--- config.mk ---
export PLATFORM = sky130hd
export DESIGN_NAME = tx_ethernet
export DESIGN_NICKNAME = d
export VERILOG_FILES = /design/src/rtl/tx_ethernet.sv
export SDC_FILE = /design/constraint.sdc
export NUM_CORES = 1
export LEC_CHECK = 0
export BUFFER_PORTS_ARGS = -buffer_cell sky130_fd_sc_hd__buf_2
export CAP_MARGIN = 25
export CORE_AREA = 2 2 128 130
export DETAILED_ROUTE_END_ITERATION = 10
export DIE_AREA = 0 0 130 132
export PLACE_DENSITY_LB_ADDON = 0.2
export SLEW_MARGIN = 25
export SYNTH_ARGS = -nofsm -noshare
export SYNTH_HDL_FRONTEND = slang
export SYNTH_SLANG_ARGS = --single-unit
--- constraint.sdc ---
create_clock -name TX_CLK -period 3.5 [get_ports TX_CLK]
set_clock_uncertainty 0.15 [all_clocks]
set_input_delay 0.7 -clock TX_CLK [delete_from_list [all_inputs] [get_ports TX_CLK]]
set_output_delay 0.7 -clock TX_CLK [all_outputs]
set_load 0.02 [all_outputs]
--- src/rtl/tx_ethernet.sv ---
// GMII Ethernet II frame transmitter: preamble/SFD, MAC header, payload with
// zero padding to the minimum size, CRC-32 FCS, then the inter-frame gap.
// Every GMII output is registered from the current state, so an octet chosen
// in a state appears on TXD after the edge that leaves that cycle.
module tx_ethernet #(
  parameter int         OCT         = 8,
  parameter logic [7:0] PRE         = 8'b10101010,
  parameter logic [7:0] SFD         = 8'b10101011,
  parameter int         IFG         = 12,
  parameter int         MIN_PAYLOAD = 46,
  parameter int         MAX_PAYLOAD = 1500
) (
  input  logic           TX_CLK,
  input  logic           rst,
  input  logic [47:0]    mac_addr,
  input  logic [47:0]    tx_dst_mac,
  input  logic [15:0]    tx_ethertype,
  input  logic           tx_start,
  output logic           tx_busy,
  input  logic [OCT-1:0] tx_payload,
  input  logic           tx_payload_valid,
  input  logic           tx_payload_last,
  output logic           tx_payload_ready,
  output logic           tx_done,
  output logic           tx_abort,
  output logic           TX_EN,
  output logic           TX_ER,
  output logic [OCT-1:0] TXD
);

  localparam int HDR_W = 14 * OCT;

  typedef enum logic [3:0] {
    ST_IDLE, ST_PRE, ST_SFD, ST_DST, ST_SRC, ST_TYPE,
    ST_PAYLOAD, ST_PAD, ST_FCS, ST_ERR, ST_GAP
  } state_t;

  state_t             state, state_nxt;
  logic [10:0]        cnt, cnt_nxt;
  logic [HDR_W-1:0]   hdr, hdr_nxt;
  logic [31:0]        crc, crc_nxt, fcs;
  logic [OCT-1:0]     txd_nxt;
  logic               en_nxt, er_nxt, busy_nxt, done_nxt, abort_nxt, crc_upd;

  // Reflected CRC-32 (0xEDB88320), one octet LSB first.
  function automatic logic [31:0] crc_byte(input logic [31:0] c, input logic [OCT-1:0] d);
    logic [31:0] r;
    r = c;
    for (int i = 0; i < OCT; i++)
      r = (r[0] ^ d[i]) ? ((r >> 1) ^ 32'hEDB88320) : (r >> 1);
    return r;
  endfunction

  assign tx_payload_ready = (state == ST_PAYLOAD);
  assign fcs              = ~crc;

  // Next state, counters and the octet to load on the coming edge.
  always_comb begin
    state_nxt = state;
    cnt_nxt   = cnt;
    hdr_nxt   = hdr;
    crc_nxt   = crc;
    crc_upd   = 1'b0;
    txd_nxt   = '0;
    en_nxt    = 1'b0;
    er_nxt    = 1'b0;
    done_nxt  = 1'b0;
    abort_nxt = 1'b0;
    case (state)
      ST_IDLE: begin
        cnt_nxt = '0;
        if (tx_start) begin
          // Header is latched once so upstream may change it mid-frame.
          hdr_nxt   = {tx_dst_mac, mac_addr, tx_ethertype};
          crc_nxt   = '1;
          state_nxt = ST_PRE;
        end
      end
      ST_PRE: begin
        txd_nxt = PRE;
        en_nxt  = 1'b1;
        cnt_nxt = cnt + 11'd1;
        if (cnt == 11'd6) begin
          cnt_nxt   = '0;
          state_nxt = ST_SFD;
        end
      end
      ST_SFD: begin
        txd_nxt   = SFD;
        en_nxt    = 1'b1;
        state_nxt = ST_DST;
      end
      ST_DST, ST_SRC, ST_TYPE: begin
        // DST, SRC and TYPE shift out of one register, MSB octet first.
        txd_nxt = hdr[HDR_W-1 -: OCT];
        hdr_nxt = hdr << OCT;
        en_nxt  = 1'b1;
        crc_upd = 1'b1;
        cnt_nxt = cnt + 11'd1;
        if (state == ST_DST && cnt == 11'd5) begin
          cnt_nxt   = '0;
          state_nxt = ST_SRC;
        end else if (state == ST_SRC && cnt == 11'd5) begin
          cnt_nxt   = '0;
          state_nxt = ST_TYPE;
        end else if (state == ST_TYPE && cnt == 11'd1) begin
          cnt_nxt   = '0;
          state_nxt = ST_PAYLOAD;
        end
      end
      ST_PAYLOAD: begin
        en_nxt = 1'b1;
        // A missing byte or one past the maximum size poisons the frame.
        if (!tx_payload_valid || cnt == 11'(MAX_PAYLOAD)) begin
          er_nxt    = 1'b1;
          abort_nxt = 1'b1;
          cnt_nxt   = '0;
          state_nxt = ST_ERR;
        end else begin
          txd_nxt = tx_payload;
          crc_upd = 1'b1;
          cnt_nxt = cnt + 11'd1;
          if (tx_payload_last) begin
            if (cnt + 11'd1 < 11'(MIN_PAYLOAD)) begin
              state_nxt = ST_PAD;
            end else begin
              cnt_nxt   = '0;
              state_nxt = ST_FCS;
            end
          end
        end
      end
      ST_PAD: begin
        en_nxt  = 1'b1;
        crc_upd = 1'b1;
        cnt_nxt = cnt + 11'd1;
        if (cnt + 11'd1 >= 11'(MIN_PAYLOAD)) begin
          cnt_nxt   = '0;
          state_nxt = ST_FCS;
        end
      end
      ST_FCS: begin
        txd_nxt = fcs[{cnt[1:0], 3'b000} +: 8];
        en_nxt  = 1'b1;
        cnt_nxt = cnt + 11'd1;
        if (cnt == 11'd3) begin
          cnt_nxt   = '0;
          state_nxt = ST_GAP;
        end
      end
      ST_ERR: begin
        // This edge already idles the line, so it is gap octet one.
        cnt_nxt   = 11'd1;
        state_nxt = ST_GAP;
      end
      ST_GAP: begin
        // Only the FCS path enters the gap with cnt==0.
        done_nxt = (cnt == 11'd0);
        cnt_nxt  = cnt + 11'd1;
        // The IDLE edge that accepts the next request is the last gap octet.
        if (cnt >= 11'(IFG - 2)) begin
          cnt_nxt   = '0;
          state_nxt = ST_IDLE;
        end
      end
      default: state_nxt = ST_IDLE;
    endcase
    if (crc_upd) crc_nxt = crc_byte(crc, txd_nxt);
    busy_nxt = (state_nxt != ST_IDLE);
  end

  // State, datapath and registered GMII/status outputs.
  always_ff @(posedge TX_CLK) begin
    if (!rst) begin
      state    <= ST_IDLE;
      cnt      <= '0;
      hdr      <= '0;
      crc      <= '0;
      TXD      <= '0;
      TX_EN    <= 1'b0;
      TX_ER    <= 1'b0;
      tx_busy  <= 1'b0;
      tx_done  <= 1'b0;
      tx_abort <= 1'b0;
    end else begin
      state    <= state_nxt;
      cnt      <= cnt_nxt;
      hdr      <= hdr_nxt;
      crc      <= crc_nxt;
      TXD      <= txd_nxt;
      TX_EN    <= en_nxt;
      TX_ER    <= er_nxt;
      tx_busy  <= busy_nxt;
      tx_done  <= done_nxt;
      tx_abort <= abort_nxt;
    end
  end

endmodule

Word-level counts from Yosys, hierarchy flattened
Index checks and enable logic that the tools add are counted.

Register bits: 171. Word-level logic and storage cells: 108. Input bits: 125. Output and inout bits: 14.

Reductions and logical operators: 19. Multiplexer cells: 42. $add $sub $neg: 1. Bitwise logic cells: 17. Shifts and indexed selects: 1. Equal/unequal tests: 16. Magnitude comparators: 3.

Operator list (number): $mux 32 (11); $pmux 112 s2 (1); $mux 112 (1); $not 13->14 (8); $mux 11 (10); $pmux 11 s8 (1); $mux 4 (11); $pmux 8 s5 (1); $pmux 4 s9 (1); $not 32->32 (1); $shiftx 32x6->8 (1); $eq 11x3->1 const B (2); $eq 4x3->1 const B (4); $eq 4x4->1 const B (3); $add 11x1->11 const B (1); $eq 11x1->1 const B (1); $eq 11x11->1 const B (1); $eq 11x2->1 const B (1); $ge 11x4->1 const B (1); $ge 11x6->1 const B (1); $logic_not 11->1 (1); $lt 11x6->1 const B (1); $eq 4x2->1 const B (2); $mux 8 (1); 16 further kinds (32).

Depth between registers and ports, before layout
Gate-level depths: netlist of run 1.

Depth in word-level cells: 21. Gate-level depth with buffers: 14. Mapped depth without buffers: 11.

Least setup slack after synthesis of run 1
OpenSTA, ideal clock, no wires.

Path kind: reg2reg. From: register cnt[0]. To: register crc[19]. Clock period less this slack: 3.208 ns. Slack: 0.292 ns. Path buffers: 3. Data arrival time: 2.926 ns. Cell stages (with the launch flop): 15. Data required time: 3.217 ns. Setup time: 0.133 ns. Cells stage by stage: dfxtp_1 buf_2 buf_2 inv_1 ha_1 nand4bb_1 o311a_1 buf_6 a211oi_4 xnor2_2 xnor2_4 xor2_2 xor2_1 xnor2_1 a21oi_1.

Cells in the longest elaborated chain, start to end: 19. Elaborated cells between the ends (all ways): 31. Those cells by class: 1 x eq/ne; 1 x shift; 13 x mux; 12 x bitwise; 4 x reduce/logical.

RTL lines: start, declared (line 39) `logic [10:0] cnt, cnt_nxt;`; start signal, assigned (line 187) `cnt <= cnt_nxt;`; branches (longest 19 deep; another with $shiftx 32x6->8); end signal, assigned (line 189) `crc <= crc_nxt;`; end, declared (line 41) `logic [31:0] crc, crc_nxt, fcs;`.

Several ways; the timed one is not identified. A chain may end at the register's enable or synchronous reset.

Final worst setup path of run 1
From: register state[2]. To: register crc[19].

Cells in the longest elaborated chain, start to end: 18. Elaborated cells between the ends (all ways): 37. Those cells by class: 8 x eq/ne; 11 x mux; 12 x bitwise; 6 x reduce/logical.

RTL lines: start, declared (line 38) `state_t state, state_nxt;`; start signal, assigned (line 186) `state <= state_nxt;`; $eq 4x2->1 / $eq 4x3->1 (equally long branches) (line 69) `case (state)`; $reduce_or 3->1 (line 69); $pmux 8 s5 (line 69); $xor 1x1->1 (line 50) `r = (r[0] ^ d[i]) ? ((r >> 1) ^ 32'hEDB88320) : (r >> 1);`; $mux 32 (2 in series) (line 50); $not 13->14 (no line); $mux 32 (line 50); $not 13->14 (no line); $mux 32 (2 in series) (line 50); $not 13->14 (no line); $mux 32 (line 50); $not 13->14 (no line); $mux 32 (line 50); $not 13->14 (no line); $mux 32 (line 50); $mux 32 (line 168) `if (crc_upd) crc_nxt = crc_byte(crc, txd_nxt);`.

Parallel ways exist; a longest one is shown, timed or not.

==> metrics.txt, run 1 <==
run status completed; Overflow after GRT 0; top cells by area, synth dfxtp_1 39%, nand2_1 9.8%, o211a_1 5.8%; multi-input logic area between 0.005 and 0.006 mm²; router iterations before antenna repair 5; core area roughly 0.016 mm²; clk sinks about 170; clock slew at reported path FFs ~0.07 ns; Vias/cell between 5 and 6; CTS Buffer Depth 2; largest stage delay on the critical path approximately 0.8 ns; final slew viol count 0; Yosys top cell area share about 39%; Post-Route Setup TNS 0 ns; site row count between 40 and 50; Die X 130 µm; DRC errors left 0; Starting Density 56.3%; RSZ-0062 raised after global routing no; Async S/R FF share, synth 0%; I/O Buffers between 100 and 150; post-CTS sizing 0; Final GP Congestion between 0.9 and 1; Syn Area/Cell between 8 and 9 µm²; pwr/cell area approximately 480 mW/mm²; Total Routing Usage GR ~27%; share of layout cells above drive strength 1 about a fifth; register area 0.00342 mm²; WL per Instance around 16 µm; Fillers 1,354; slew margin rel. approximately half; Final Cycle Share a little over 90%; Core Util, Final 65.6%; clock latency at the later pin of the worst-skew pair between 0.4 and 0.5 ns; YS warnings 0; DRT iter0 DRCs around 680; cell-by-cell trace of the critical path or4b_1 -> nor2_1 -> a211oi_4 -> xnor2_2 -> xnor2_4 -> xor2_2 -> xor2_1 -> xnor2_1 -> a21oi_1; maximum VDD drop between 300 and 400 µV; Syn Nets ~1,200; fmax 0.306 GHz; FF+latch count, synth between 150 and 200; Via Count ~7,900; CTS tree yes; post-DP HPWL between 15 and 20 mm; vias in the first global route 7,284; Mapped Area around 0.009 mm²; initial antenna violation count 4; Die Y around 130 µm; Num CTS Buffers 17; Synth Flop Type dfxtp_1; Yosys cell types 74; Leak between 4 and 5 nW; Top Ports 139; CP required approximately 3.7 ns; postcts setup bufs 0; startpoint type of the worst setup path flop; Final Critical Period approximately 3.3 ns; die area 0.0172 mm²; Final #Nets about 1,300; Syn-to-layout area delta 16.5%; first-pass GRT wire length about 37 mm; Syn Inst Count roughly 1,100; worst min path class reg2reg; Final Setup Violations 0; Total Wirelength approximately 23 mm; worst path arrival time ~3.4 ns; H-Tree Depth 4; antenna-violating nets left 0; crit end category flop; clock root buffer clkbuf_16; critical path type reg2reg; cts hold-fix bufs 0; Post-synth EDFFs 0; maximum fanout along the worst path 18; Worst path slowest cell or4b_1; worst slew pin tran ~0.73 ns; largest net degree at the start of global routing 91; Final Hold Fails 0; Max Cap Viol 0; Synth area leader dfxtp_1; share of the yosys chip area belonging to registers ~39%
## cells in the mapped netlist (all sizes together) (8+ instances only)
| library cell | number |
|---|---|
| nand2b | 8 |
| a21oi | 48 |
| inv | 10 |
| o31ai | 11 |
| nor3 | 11 |
| nand2 | 231 |
| xnor2 | 58 |
| buf | 18 |
| dfxtp | 171 |
| o211a | 51 |
| mux4 | 8 |
| a311oi | 50 |
| nand3 | 62 |
| clkbuf | 70 |
| xor2 | 20 |
| a22oi | 10 |
| nor2 | 93 |
| o21ai | 31 |
## cells by family after synthesis
logic type	after synthesis	synth area share, %
simple gates	442	21.6
compound gates	247	22.3
flops	171	38.7
buf+inv	98	4.39
xor+xnor	78	9.89
mux	11	2.38
fa+ha+maj	5	0.708
## path summary, 6_finish.rpt
check / startpoint / end / slack (ns) / depth (start not counted)
setup / recovery: state[2] / crc[19] / 0.23 / 9
hold / removal: hdr[37] / hdr[37] / 0.33 / 2
setup reg to reg: state[2] / crc[19] / 0.23 / 9
hold reg to reg: hdr[37] / hdr[37] / 0.33 / 2
## worst max-delay path: cells and delay by family (launching register included)
kind,cells,cell delay (ns)
AND/OR/NAND/NOR,2,1.05
flip-flops,1,0.48
XOR/XNOR,5,1.29
AO/OA/AOI/OAI,2,0.16
## cells in the final DEF (no fill, tap or decap), drive strengths merged, types with 6 or more instances in the layout
master  instances
a22oi          10
buf           164
xor2           20
nor2           93
o21ai          31
clkbuf         19
o31ai          11
nor2b           6
nand2         231
dfxtp         171
inv            15
o211a          51
nand3          62
a311oi         50
mux4            8
a21oi          48
nor3           11
nand2b          8
xnor2          58
clkinv          6
## report_power, final
part           internal (mW)  total (mW)  leakage [nW]  switching, mW
sequential              2.06        2.15          1.41         0.0908
clock                   1.04        1.87         0.290          0.836
combinational          0.417       0.891          3.01          0.474
## sequential cells by signal, indices dropped and copies added (netlist names)
name     cells
TXD          8
TX_EN        1
TX_ER        1
cnt         11
crc         32
hdr        112
state        4
tx_busy      1
tx_done      1
## final cells by class
cell class / count / share of cell area [%]
multi-input cells: 783 / 49.1
flip-flops and latches: 171 / 33.2
repair buffers: 164 / 8.96
clock buffers: 19 / 4.40
well taps: 216 / 2.62
clock inverters: 13 / 1.30
inverters: 10 / 0.364
diodes: 3 / 0.0729
## through the flow
| step | total power, mW | cells | cell area [µm²] | hold WS (ns) | setup WS [ns] |
|---|---|---|---|---|---|
| floorplan | 2.83 | 1052 | 8840 | 0.309 | 0.292 |
| global placement | 3.06 | 1344 | 9710 | 0.320 | 0.342 |
| detailed placement | 3.07 | 1344 | 9710 | 0.319 | 0.270 |
| CTS | 4.96 | 1376 | 10300 | 0.335 | 0.254 |
| global route | 5.14 | 1377 | 10300 | 0.349 | 0.0511 |
| finish | 4.92 | 1379 | 10300 | 0.332 | 0.231 |
## routing by layer
layer  track usage (%)  up-vias  share of wire (%)
met5                 0        -              0.057
met4              8.72        2                2.6
met3              6.53       44                6.5
met2              41.2      272                 47
met1              37.2     3701                 44
li1                  -     3912                  -
Power figures use the tool's default switching activity.
==> run 2, diff against run 1 <==
--- a/config.mk
+++ b/config.mk
@@ -11,6 +11,8 @@
 export DETAILED_ROUTE_END_ITERATION = 10
 export DIE_AREA = 0 0 130 132
 export PLACE_DENSITY_LB_ADDON = 0.2
+export REMOVE_ABC_BUFFERS = 1
+export SETUP_SLACK_MARGIN = 0.5
 export SLEW_MARGIN = 25
 export SYNTH_ARGS = -nofsm -noshare
 export SYNTH_HDL_FRONTEND = slang
==> metrics.txt, run 2 (same netlist as run 1, synthesis figures left out) <==
clock root buffer clkbuf_16; sequential share of power 42.0% (-1.8 points); Overflow after GRT 0 (unchanged); pwr/cell area 467 mW/mm² (-2.3%); Fillers 1,267 (-6.4%); total power 5.12 mW (+4.1%); Final Critical Period 3.07 ns (-0.198 ns); fmax 0.326 GHz (+6.4%); worst min path class reg2reg; design internal power 3.61 mW (+2.6%); WL per Instance 16.9 µm (+2.8%); maximum VDD drop 330 µV (-7.0%); first-pass GRT wire length 37.5 mm (+1.5%); Final Setup Violations 0 (unchanged); clock slew at reported path FFs 0.07 ns (about the same); vias in the first global route 7,536 (+3.5%); critical path type reg2reg; startpoint type of the worst setup path flop; cts hold-fix bufs 0 (unchanged); crit end category flop; worst slew pin tran 0.795 ns (+0.0635 ns); initial antenna violation count 2 (-2); H-Tree Depth 4 (unchanged); Leak 5.00 nW (+6.3%); final setup margin 0.429 ns (+0.198 ns); router iterations before antenna repair 7 (+2); post-DP HPWL 14.9 mm (-3.4%); largest net degree at the start of global routing 115 (+26%); Starting Density 56.3% (unchanged); top flop regs hdr (112), crc (32), cnt (11); Clk pwr share 36.7% (-1.4 points); Via Count 8,229 (+3.8%); clock latency at the later pin of the worst-skew pair 0.44 ns (about the same); Total Routing Usage GR 27.1% (+0.22 points); most frequent cells in the layout 230 x nand2_1, 161 x dfxtp_1, 138 x buf_2; CTS Buffer Depth 2 (unchanged); P_sw 1.51 mW (+8.1%); Final Hold Fails 0 (unchanged); Total Wirelength 24.0 mm (+5.9%); Comb power frac 21.3% (+3.2 points); slew margin rel. 46.8% (-4.4 points); Syn-to-layout area delta 24.2%; worst path arrival time 3.25 ns (-0.17 ns); CTS tree yes; Final Cycle Share 87.7% (-5.7 points); clk sinks 171 (unchanged); I/O Buffers 138 (unchanged); Num CTS Buffers 17 (unchanged); maximum fanout along the worst path 5 (-13); run status completed; DRC errors left 0 (unchanged); Die Y 132 µm (unchanged); RSZ-0062 raised after global routing yes; Final GP Congestion 0.905 (-4.2%); Max Cap Viol 0 (unchanged); DRT iter0 DRCs 845 (+25%); hold depth 2 (unchanged); Top Ports 139 (unchanged); Die X 130 µm (unchanged); placed cell areas 0.00969 mm² (-0.23%); pre-CTS WS 0.278 ns (+0.00770 ns); placed cells 1,341 (-0.22%); antenna-violating nets left 0 (unchanged); Top reg by flops hdr; CP required 3.68 ns (+0.03 ns); Post-Route Setup TNS 0 ns (unchanged); reg2reg path depth 10 (+1); leading cell type in the layout, fill and taps excluded nand2_1; final slew viol count 0 (unchanged); Vias/cell 5.79 (+0.69%); Final Cell Area 0.0110 mm² (+6.5%); Final #Nets 1,321 (+3.4%); fin cells 1,421 (+3.0%); core area 0.0157 mm² (unchanged); site row count 46 (unchanged); die area 0.0172 mm² (unchanged); max FFs per register 112 (unchanged); Sw Ratio 29.6% (+1.1 points); share of layout cells above drive strength 1 26.7% (+5.9 points)
[run 2: routing by layer]
metal | vias to the layer above | global-route usage [%] | part of all wire (%)
li1 | 4002 | - | -
met1 | 3851 | 36.2 | 43
met2 | 331 | 42.1 | 46
met3 | 45 | 7.87 | 8.6
met4 | 0 | 8.78 | 2.3
met5 | - | 0 | 0
[run 2: final timing paths]
kind | startpoint | to | slack (ns)
max | cnt[5] | cnt[2] | 0.43
min | hdr[14] | hdr[14] | 0.33
max reg2reg | cnt[5] | cnt[2] | 0.43
min reg2reg | hdr[14] | hdr[14] | 0.33
[run 2: area by class of cell]
class	instances	area, µm²	share of cell area (%)
multi-input combinational	784	5350	48.8
sequential	171	3440	31.4
tap	216	270	2.46
clock buffer	18	429	3.91
inverter	10	40.0	0.365
antenna	1	2.50	0.0228
timing repair buffer	207	1290	11.8
clock inverter	14	148	1.35
[run 2: worst max-delay path: stages, from the launching register on]
cell and delay [ns]:
dfxtp_4 0.34, or4_4 0.53, or4_4 0.49, o41ai_4 0.35, o32ai_2 0.15, nor2_2 0.20, nand2_2 0.13, o211ai_4 0.26
buf_4 0.17, a21oi_1 0.04, a21o_1 0.15
[run 2: repair_timing]
| item | in CTS | in global routing |
|---|---|---|
| pin swaps | 16 | 32 |
| setup endpoints to repair | 28 | 34 |
| resized for setup | 25 | 39 |
| cloned | 1 | 0 |
| setup buffers | 15 | 31 |
[run 2: power by group through the flow]
stage                     clock, mW  combinational, mW  sequential, mW
after floorplan                   0              0.635            2.17
after global placement            0              0.861            2.19
after detailed placement          0              0.874            2.19
after CTS                      1.90              0.925            2.15
after global routing           2.00               1.17            2.16
final                          1.88               1.09            2.15
[run 2: stage by stage]
| step | util [%] | hold WS [ns] |
|---|---|---|
| floorplan | - | 0.309 |
| global placement | 61.6 | 0.319 |
| detailed placement | 61.6 | 0.320 |
| CTS | 66.9 | 0.333 |
| global route | 69.8 | 0.352 |
| finish | 69.9 | 0.332 |
